===== config.mk =====
export PLATFORM = sky130hd
export DESIGN_NAME = id_stage_flat
export DESIGN_NICKNAME = d
export VERILOG_FILES = /design/src/rtl/mips_pkg.sv /design/src/rtl/id_stage_if.sv /design/src/rtl/mips_regfile.sv /design/src/rtl/id_stage.sv /design/src/flat_wrapper.sv
export SDC_FILE = /design/constraint.sdc
export NUM_CORES = 2
export LEC_CHECK = 0
export ABC_AREA = 1
export BUFFER_PORTS_ARGS = -buffer_cell sky130_fd_sc_hd__clkbuf_2
export CAP_MARGIN = 5
export CORE_MARGIN = 2
export CORE_UTILIZATION = 28
export CTS_CLUSTER_DIAMETER = 100
export DETAILED_ROUTE_END_ITERATION = 16
export GPL_ROUTABILITY_DRIVEN = 0
export HOLD_SLACK_MARGIN = 0.12
export PLACE_DENSITY_LB_ADDON = 0.1
export SLEW_MARGIN = 20
export SYNTH_ARGS = -nofsm -noshare
export SYNTH_HDL_FRONTEND = slang
export SYNTH_HIERARCHICAL = 1
export SYNTH_SLANG_ARGS = --single-unit

===== constraint.sdc =====
create_clock -name CLK -period 2.61 [get_ports CLK]
set_input_delay 0.1305 -clock CLK [delete_from_list [all_inputs] [get_ports CLK]]
set_output_delay 0.1305 -clock CLK [all_outputs]
set_load 0.01 [all_outputs]

===== src/rtl/mips_pkg.sv =====
// MIPS opcode/funct constants and the ID/EX latch layout shared by the decode stage
// and its EX-side consumers.
package mips_pkg;

    localparam logic [5:0] OP_RTYPE = 6'h00;
    localparam logic [5:0] OP_J     = 6'h02;
    localparam logic [5:0] OP_JAL   = 6'h03;
    localparam logic [5:0] OP_ADDI  = 6'h08;
    localparam logic [5:0] OP_ADDIU = 6'h09;
    localparam logic [5:0] OP_SLTI  = 6'h0a;
    localparam logic [5:0] OP_SLTIU = 6'h0b;
    localparam logic [5:0] OP_ANDI  = 6'h0c;
    localparam logic [5:0] OP_ORI   = 6'h0d;
    localparam logic [5:0] OP_XORI  = 6'h0e;
    localparam logic [5:0] OP_LUI   = 6'h0f;
    localparam logic [5:0] OP_LB    = 6'h20;
    localparam logic [5:0] OP_LH    = 6'h21;
    localparam logic [5:0] OP_LWL   = 6'h22;
    localparam logic [5:0] OP_LW    = 6'h23;
    localparam logic [5:0] OP_LBU   = 6'h24;
    localparam logic [5:0] OP_LHU   = 6'h25;

    localparam logic [5:0] F_SLL   = 6'h00;
    localparam logic [5:0] F_SRL   = 6'h02;
    localparam logic [5:0] F_SRA   = 6'h03;
    localparam logic [5:0] F_JR    = 6'h08;
    localparam logic [5:0] F_MTHI  = 6'h11;
    localparam logic [5:0] F_MTLO  = 6'h13;
    localparam logic [5:0] F_MULT  = 6'h18;
    localparam logic [5:0] F_MULTU = 6'h19;
    localparam logic [5:0] F_DIV   = 6'h1a;
    localparam logic [5:0] F_DIVU  = 6'h1b;
    localparam logic [5:0] F_ADD   = 6'h20;
    localparam logic [5:0] F_SLT   = 6'h2a;

    localparam logic [4:0] REG_RA = 5'd31;

    typedef struct packed {
        logic [31:0] rdata1;
        logic [31:0] rdata2;
        logic [5:0]  alu;
        logic [5:0]  op;
        logic [31:0] ed32;
        logic [25:0] jadr;
        logic [31:0] next_pc;
        logic [4:0]  dst;
        logic        reg_write;
        logic        valid;
    } idex_t;

    // Opcode-level write intent; the caller still masks writes to $0.
    function automatic logic writes_reg(logic [5:0] op, logic [5:0] funct);
        logic w;
        w = 1'b0;
        case (op)
            OP_RTYPE: w = !(funct inside {F_JR, F_MTHI, F_MTLO, F_MULT, F_MULTU, F_DIV, F_DIVU});
            OP_JAL:   w = 1'b1;
            default:  w = ((op >= OP_ADDI) && (op <= OP_LUI)) || ((op >= OP_LB) && (op <= OP_LHU));
        endcase
        return w;
    endfunction

    function automatic logic is_zext_imm(logic [5:0] op);
        return op inside {OP_ANDI, OP_ORI, OP_XORI, OP_LUI};
    endfunction

endpackage


===== src/rtl/id_stage_if.sv =====
// ID -> EX operand/control bus; the decode stage is the master, EX the slave.
interface id_stage_if;
    logic [31:0] Rdata1;
    logic [31:0] Rdata2;
    logic [5:0]  ALU;
    logic [5:0]  Op;
    logic [31:0] Ed32;
    logic [25:0] Jadr;
    logic [31:0] nextPC;
    logic [4:0]  Dst;
    logic        RegWrite;
    logic        Valid;

    modport master (
        output Rdata1, Rdata2, ALU, Op, Ed32, Jadr, nextPC, Dst, RegWrite, Valid
    );
    modport slave (
        input Rdata1, Rdata2, ALU, Op, Ed32, Jadr, nextPC, Dst, RegWrite, Valid
    );
endinterface


===== src/rtl/mips_regfile.sv =====
// 32x32 register file: two async read ports with write-through bypass, one sync write
// port, synchronous clear. $0 reads as zero and is never written.
module mips_regfile #(
    parameter int unsigned NREG = 32,
    parameter int unsigned W    = 32
) (
    input  logic         i_clk,
    input  logic         i_rst,
    input  logic [4:0]   i_radr1,
    input  logic [4:0]   i_radr2,
    output logic [W-1:0] o_rdata1,
    output logic [W-1:0] o_rdata2,
    input  logic         i_wen,
    input  logic [4:0]   i_wadr,
    input  logic [W-1:0] i_wdata
);

    logic [W-1:0] r_regs [NREG];
    logic         w_wr;

    assign w_wr = i_wen && (i_wadr != 5'd0) && !i_rst;

    always_ff @(posedge i_clk) begin
        if (i_rst) begin
            for (int i = 0; i < int'(NREG); i++) begin
                r_regs[i] <= '0;
            end
        end else if (w_wr) begin
            r_regs[i_wadr] <= i_wdata;
        end
    end

    // Bypass lets a WB and an ID of the same register in one cycle see the new value.
    always_comb begin
        o_rdata1 = '0;
        o_rdata2 = '0;
        if (i_radr1 != 5'd0) begin
            o_rdata1 = (w_wr && (i_wadr == i_radr1)) ? i_wdata : r_regs[i_radr1];
        end
        if (i_radr2 != 5'd0) begin
            o_rdata2 = (w_wr && (i_wadr == i_radr2)) ? i_wdata : r_regs[i_radr2];
        end
    end

endmodule


===== src/rtl/id_stage.sv =====
// MIPS instruction-decode stage: decodes Ins, reads the register file and registers the
// result into the ID/EX latch driving the EX input bus.
module id_stage
    import mips_pkg::*;
#(
    parameter int unsigned NREG = 32,
    parameter int unsigned W    = 32
) (
    input  logic           CLK,
    input  logic           RST,
    input  logic [31:0]    Ins,
    input  logic [W-1:0]   nextPC_in,
    input  logic           Valid_in,
    input  logic           Hold,
    input  logic           Flush,
    input  logic           Wen,
    input  logic [4:0]     Wadr,
    input  logic [W-1:0]   Wdata,
    id_stage_if.master     ex
);

    logic [5:0]   w_op;
    logic [5:0]   w_funct;
    logic [4:0]   w_rs;
    logic [4:0]   w_rt;
    logic [4:0]   w_rd;
    logic [4:0]   w_shamt;
    logic [15:0]  w_imm;
    logic [W-1:0] w_rf_rdata1;
    logic [W-1:0] w_rf_rdata2;
    logic         w_is_shift;
    idex_t        w_idex_d;
    idex_t        r_idex;

    assign w_op    = Ins[31:26];
    assign w_rs    = Ins[25:21];
    assign w_rt    = Ins[20:16];
    assign w_rd    = Ins[15:11];
    assign w_shamt = Ins[10:6];
    assign w_funct = Ins[5:0];
    assign w_imm   = Ins[15:0];

    mips_regfile #(
        .NREG (NREG),
        .W    (W)
    ) u_regfile (
        .i_clk    (CLK),
        .i_rst    (RST),
        .i_radr1  (w_rs),
        .i_radr2  (w_rt),
        .o_rdata1 (w_rf_rdata1),
        .o_rdata2 (w_rf_rdata2),
        .i_wen    (Wen),
        .i_wadr   (Wadr),
        .i_wdata  (Wdata)
    );

    always_comb begin
        w_is_shift = (w_op == OP_RTYPE) && (w_funct inside {F_SLL, F_SRL, F_SRA});

        w_idex_d         = '0;
        w_idex_d.rdata1  = w_is_shift ? {27'b0, w_shamt} : w_rf_rdata1;
        w_idex_d.rdata2  = w_rf_rdata2;
        w_idex_d.op      = w_op;
        w_idex_d.alu     = (w_op == OP_RTYPE) ? w_funct : w_op;
        w_idex_d.ed32    = is_zext_imm(w_op) ? {16'b0, w_imm} : {{16{w_imm[15]}}, w_imm};
        w_idex_d.jadr    = Ins[25:0];
        w_idex_d.next_pc = nextPC_in;
        w_idex_d.valid   = 1'b1;

        if (w_op == OP_RTYPE) begin
            w_idex_d.dst = w_rd;
        end else if (w_op == OP_JAL) begin
            w_idex_d.dst = REG_RA;
        end else begin
            w_idex_d.dst = w_rt;
        end

        w_idex_d.reg_write = writes_reg(w_op, w_funct) && (w_idex_d.dst != 5'd0);
    end

    // A load with Valid_in low is a bubble, same as Flush.
    always_ff @(posedge CLK) begin
        if (RST) begin
            r_idex <= '0;
        end else if (Flush) begin
            r_idex <= '0;
        end else if (!Hold) begin
            r_idex <= Valid_in ? w_idex_d : '0;
        end
    end

    assign ex.Rdata1   = r_idex.rdata1;
    assign ex.Rdata2   = r_idex.rdata2;
    assign ex.ALU      = r_idex.alu;
    assign ex.Op       = r_idex.op;
    assign ex.Ed32     = r_idex.ed32;
    assign ex.Jadr     = r_idex.jadr;
    assign ex.nextPC   = r_idex.next_pc;
    assign ex.Dst      = r_idex.dst;
    assign ex.RegWrite = r_idex.reg_write;
    assign ex.Valid    = r_idex.valid;

endmodule


===== src/flat_wrapper.sv =====
// flat-port wrapper written by rule: the top's interface ports become plain ports
module id_stage_flat import mips_pkg::*;
#(
    parameter int unsigned NREG = 32,
    parameter int unsigned W    = 32
)
  (CLK, RST, Ins, nextPC_in, Valid_in, Hold, Flush, Wen, Wadr, Wdata, ex_Rdata1, ex_Rdata2, ex_ALU, ex_Op, ex_Ed32, ex_Jadr, ex_nextPC, ex_Dst, ex_RegWrite, ex_Valid);
  id_stage_if ex_i ();
  input  logic CLK;
  input  logic RST;
  input  logic [31:0] Ins;
  input  logic [W-1:0] nextPC_in;
  input  logic Valid_in;
  input  logic Hold;
  input  logic Flush;
  input  logic Wen;
  input  logic [4:0] Wadr;
  input  logic [W-1:0] Wdata;
  output wire logic [$bits(ex_i.Rdata1)-1:0] ex_Rdata1;
  output wire logic [$bits(ex_i.Rdata2)-1:0] ex_Rdata2;
  output wire logic [$bits(ex_i.ALU)-1:0] ex_ALU;
  output wire logic [$bits(ex_i.Op)-1:0] ex_Op;
  output wire logic [$bits(ex_i.Ed32)-1:0] ex_Ed32;
  output wire logic [$bits(ex_i.Jadr)-1:0] ex_Jadr;
  output wire logic [$bits(ex_i.nextPC)-1:0] ex_nextPC;
  output wire logic [$bits(ex_i.Dst)-1:0] ex_Dst;
  output wire logic [$bits(ex_i.RegWrite)-1:0] ex_RegWrite;
  output wire logic [$bits(ex_i.Valid)-1:0] ex_Valid;
  assign ex_Rdata1 = ex_i.Rdata1;
  assign ex_Rdata2 = ex_i.Rdata2;
  assign ex_ALU = ex_i.ALU;
  assign ex_Op = ex_i.Op;
  assign ex_Ed32 = ex_i.Ed32;
  assign ex_Jadr = ex_i.Jadr;
  assign ex_nextPC = ex_i.nextPC;
  assign ex_Dst = ex_i.Dst;
  assign ex_RegWrite = ex_i.RegWrite;
  assign ex_Valid = ex_i.Valid;
  id_stage #(.NREG(NREG), .W(W)) u_core (.CLK(CLK), .RST(RST), .Ins(Ins), .nextPC_in(nextPC_in), .Valid_in(Valid_in), .Hold(Hold), .Flush(Flush), .Wen(Wen), .Wadr(Wadr), .Wdata(Wdata), .ex(ex_i));
endmodule

==> run metrics <==
first-pass GRT wire length 444000 um; Commonest cells post-synth nand2_1, nor2_1, nand3_1; status finished clean; Final Hold Fails 0; ys flop type edfxtp_1; CP endpoint kind flop; final-stage net count 8989; area of the die 234000 um^2; largest net degree at the start of global routing between 100 and 150; Pwr per Cell Area 626 nW/um^2; CTS tree done; Max Clock Skew 0.0381 ns; Netlist cell types 32; worst hold path type in2reg; Clock Sinks 1166; Num CTS Buffers 149; share of cells above drive strength 1 0.122; most frequent cell after synthesis nand2_1; clock slew at reported path FFs 0.06 ns; Tightest Pin Transition 1.14 ns; WS Path Type in2reg; crit-path max FO 12; Post-Syn Area around 65000 um^2; setup slack after layout a little under 0.04 ns; Max transition margin 0.241; final worst path period share 0.985; Die H 484 um; WP data required 3.36 ns; Pins Over Slew Limit 0; post-layout util 0.346; flops & latches, synth 1166; DRT iter0 DRCs 5921; post-synth top area share 0.477; EDFF count, synth 1024; register area share after synthesis 0.521; Worst EP arrival approximately 3.3 ns; Routed Antenna Nets 0; Vias/cell between 5 and 6; Syn Inst Count between 8000 and 9000; CTS Buffer Depth 3; CP startpoint kind primary input; Synth area leader edfxtp_1; Static Leak between 30 and 40 nW; dpl ws -0.0200 ns; drt drc 0; routed wire length per instance 26.2 um; Post-Route WL 316000 um; vias post-DR 61500; row count 176; vias in the first global route 59300; I/O Pins 280; total global routing overflow 0; asr flop ratio synth 0; RSZ-0062 raised after global routing no; synthesized area per cell around 7.7 um^2; initial antenna violation count 6; Max H-tree Level 4; top cells by area, synth edfxtp_1, nand2_1, nand3_1, nor2_1, inv_1; DPL Wire Length approximately 200000 um; synth warn 6; die width 484 um; number of I/O port buffers 279; max-cap viol count 0; worst skew pair latency 0.83 ns; highest clock rate 389 MHz; Final setup viols 0; core area 229000 um^2; Starting Density 0.281; VDD IR max 0.000765 V; area delta synth->final 23.2%; CTS Root Cell clkbuf_16; minimum clock period between 2 and 3 ns; GRT Total Usage 0.262; Pre-antenna DRT Iters 6
==> area by class of cell <==
class                           instances  area (um^2)
Inverter                              893         3400
Multi-Input combinational cell       5684        24700
Fill cell                           23900       150000
Timing Repair Buffer                  987         9190
Timing Repair inverter                  1         11.3
Sequential cell                      1166        33600
Antenna cell                            7         17.5
Clock inverter                         62          543
Tap cell                             3026         3790
Clock buffer                          212         4270
==> registers in the layout, summed over array words and instances (netlist names), 6 cells and up <==
signal / cells
u_core/ex.ALU: 6
u_core/ex.Ed32: 17
u_core/ex.Jadr: 10
u_core/ex.nextPC: 32
u_core/ex.Rdata2: 32
u_core/ex.Rdata1: 32
u_core/ex.Op: 6
u_core/u_regfile/r_regs: 1024
==> layout by cell type (no fill, tap or decap), types with 15 or more instances in the layout <==
cell type,Yosys,final
conb_1,1,32
clkinv_2,0,22
inv_1,886,881
o211ai_1,42,42
or2_2,64,63
dlygate4sd3_1,0,243
nand3_1,1158,1158
a21oi_1,557,556
nor2_1,1284,1278
buf_12,0,142
nand2_2,0,53
clkbuf_16,0,157
nand2_1,2076,2023
buf_4,48,325
dfxtp_1,142,142
clkinv_1,1,20
clkbuf_8,0,15
o21ai_0,430,430
edfxtp_1,1024,1024
clkbuf_1,367,40
clkbuf_2,1,269
==> metal layers <==
| metal | global-route usage | wire [um] |
|---|---|---|
| met1 | 0.342 | 133000 |
| met3 | 0.0339 | 19700 |
| met4 | 0.130 | 17000 |
| met2 | 0.428 | 146000 |
| met5 | 0 | 0 |
==> worst paths after layout <==
| kind | from | endpoint | slack [ns] | depth (start not counted) |
|---|---|---|---|---|
| max | Ins[30] | u_core/ex.ALU[3] | 0.04 | 11 |
| min | Wdata[1] | u_core/u_regfile/r_regs[18][1] | 0.17 | 4 |
| max reg2reg | u_core/u_regfile/r_regs[10][0] | u_core/ex.Rdata1[0] | 0.24 | 15 |
| min reg2reg | u_core/ex.Rdata2[5] | u_core/ex.Rdata2[5] | 0.46 | 2 |
==> worst max-delay path, cell delays in order <==
cell and delay (ns):
dlygate4sd3_1 0.55, clkbuf_2 0.15, nor2_2 0.16, nand2_1 0.10, nor2_4 0.13, dlygate4sd3_1 0.59, buf_6 0.16, nand3_1 0.08
dlygate4sd3_1 0.59, a31oi_1 0.12, dlygate4sd3_1 0.55
==> report_power, final <==
part | switching [mW] | internal [mW]
Sequential | 0.399 | 21.2
Combinational | 5.18 | 2.20
Clock | 8.71 | 12.1
==> per-stage QoR <==
| stage | hold WS (ns) | total power [mW] | cell area, um^2 | setup TNS, ns | cells |
|---|---|---|---|---|---|
| finish | 0.165 | 49.8 | 79500 | 0 | 12000 |
| global route | 0.143 | 51.5 | 79500 | 0 | 12000 |
| detailed placement | 0.366 | 29.0 | 72100 | -0.0200 | 11500 |
| CTS | 0.124 | 50.1 | 79400 | 0 | 12000 |
| floorplan | 0.274 | 25.5 | 64600 | 0 | 8464 |
| global placement | 0.365 | 29.0 | 72100 | -0.0148 | 11500 |
==> kinds of logic (layout without fill, tap and decap cells) <==
group	after synthesis	in the layout	share of synthesized area
other cells	1	39	0.0000581
simple gates	4600	4600	0.294
compound gates	1045	1045	0.0832
flops	1166	1166	0.521
xor+xnor	7	7	0.000950
buf+inv	1614	2155	0.102
==> timing repair <==
item / CTS / global route
endpoints found under the hold margin: 528 / 0
setup endpoints to repair: 0 / 2
resized for setup: 0 / 13
setup buffers: 0 / 2
hold buffers: 243 / 0
Power figures use the tool's default switching activity.
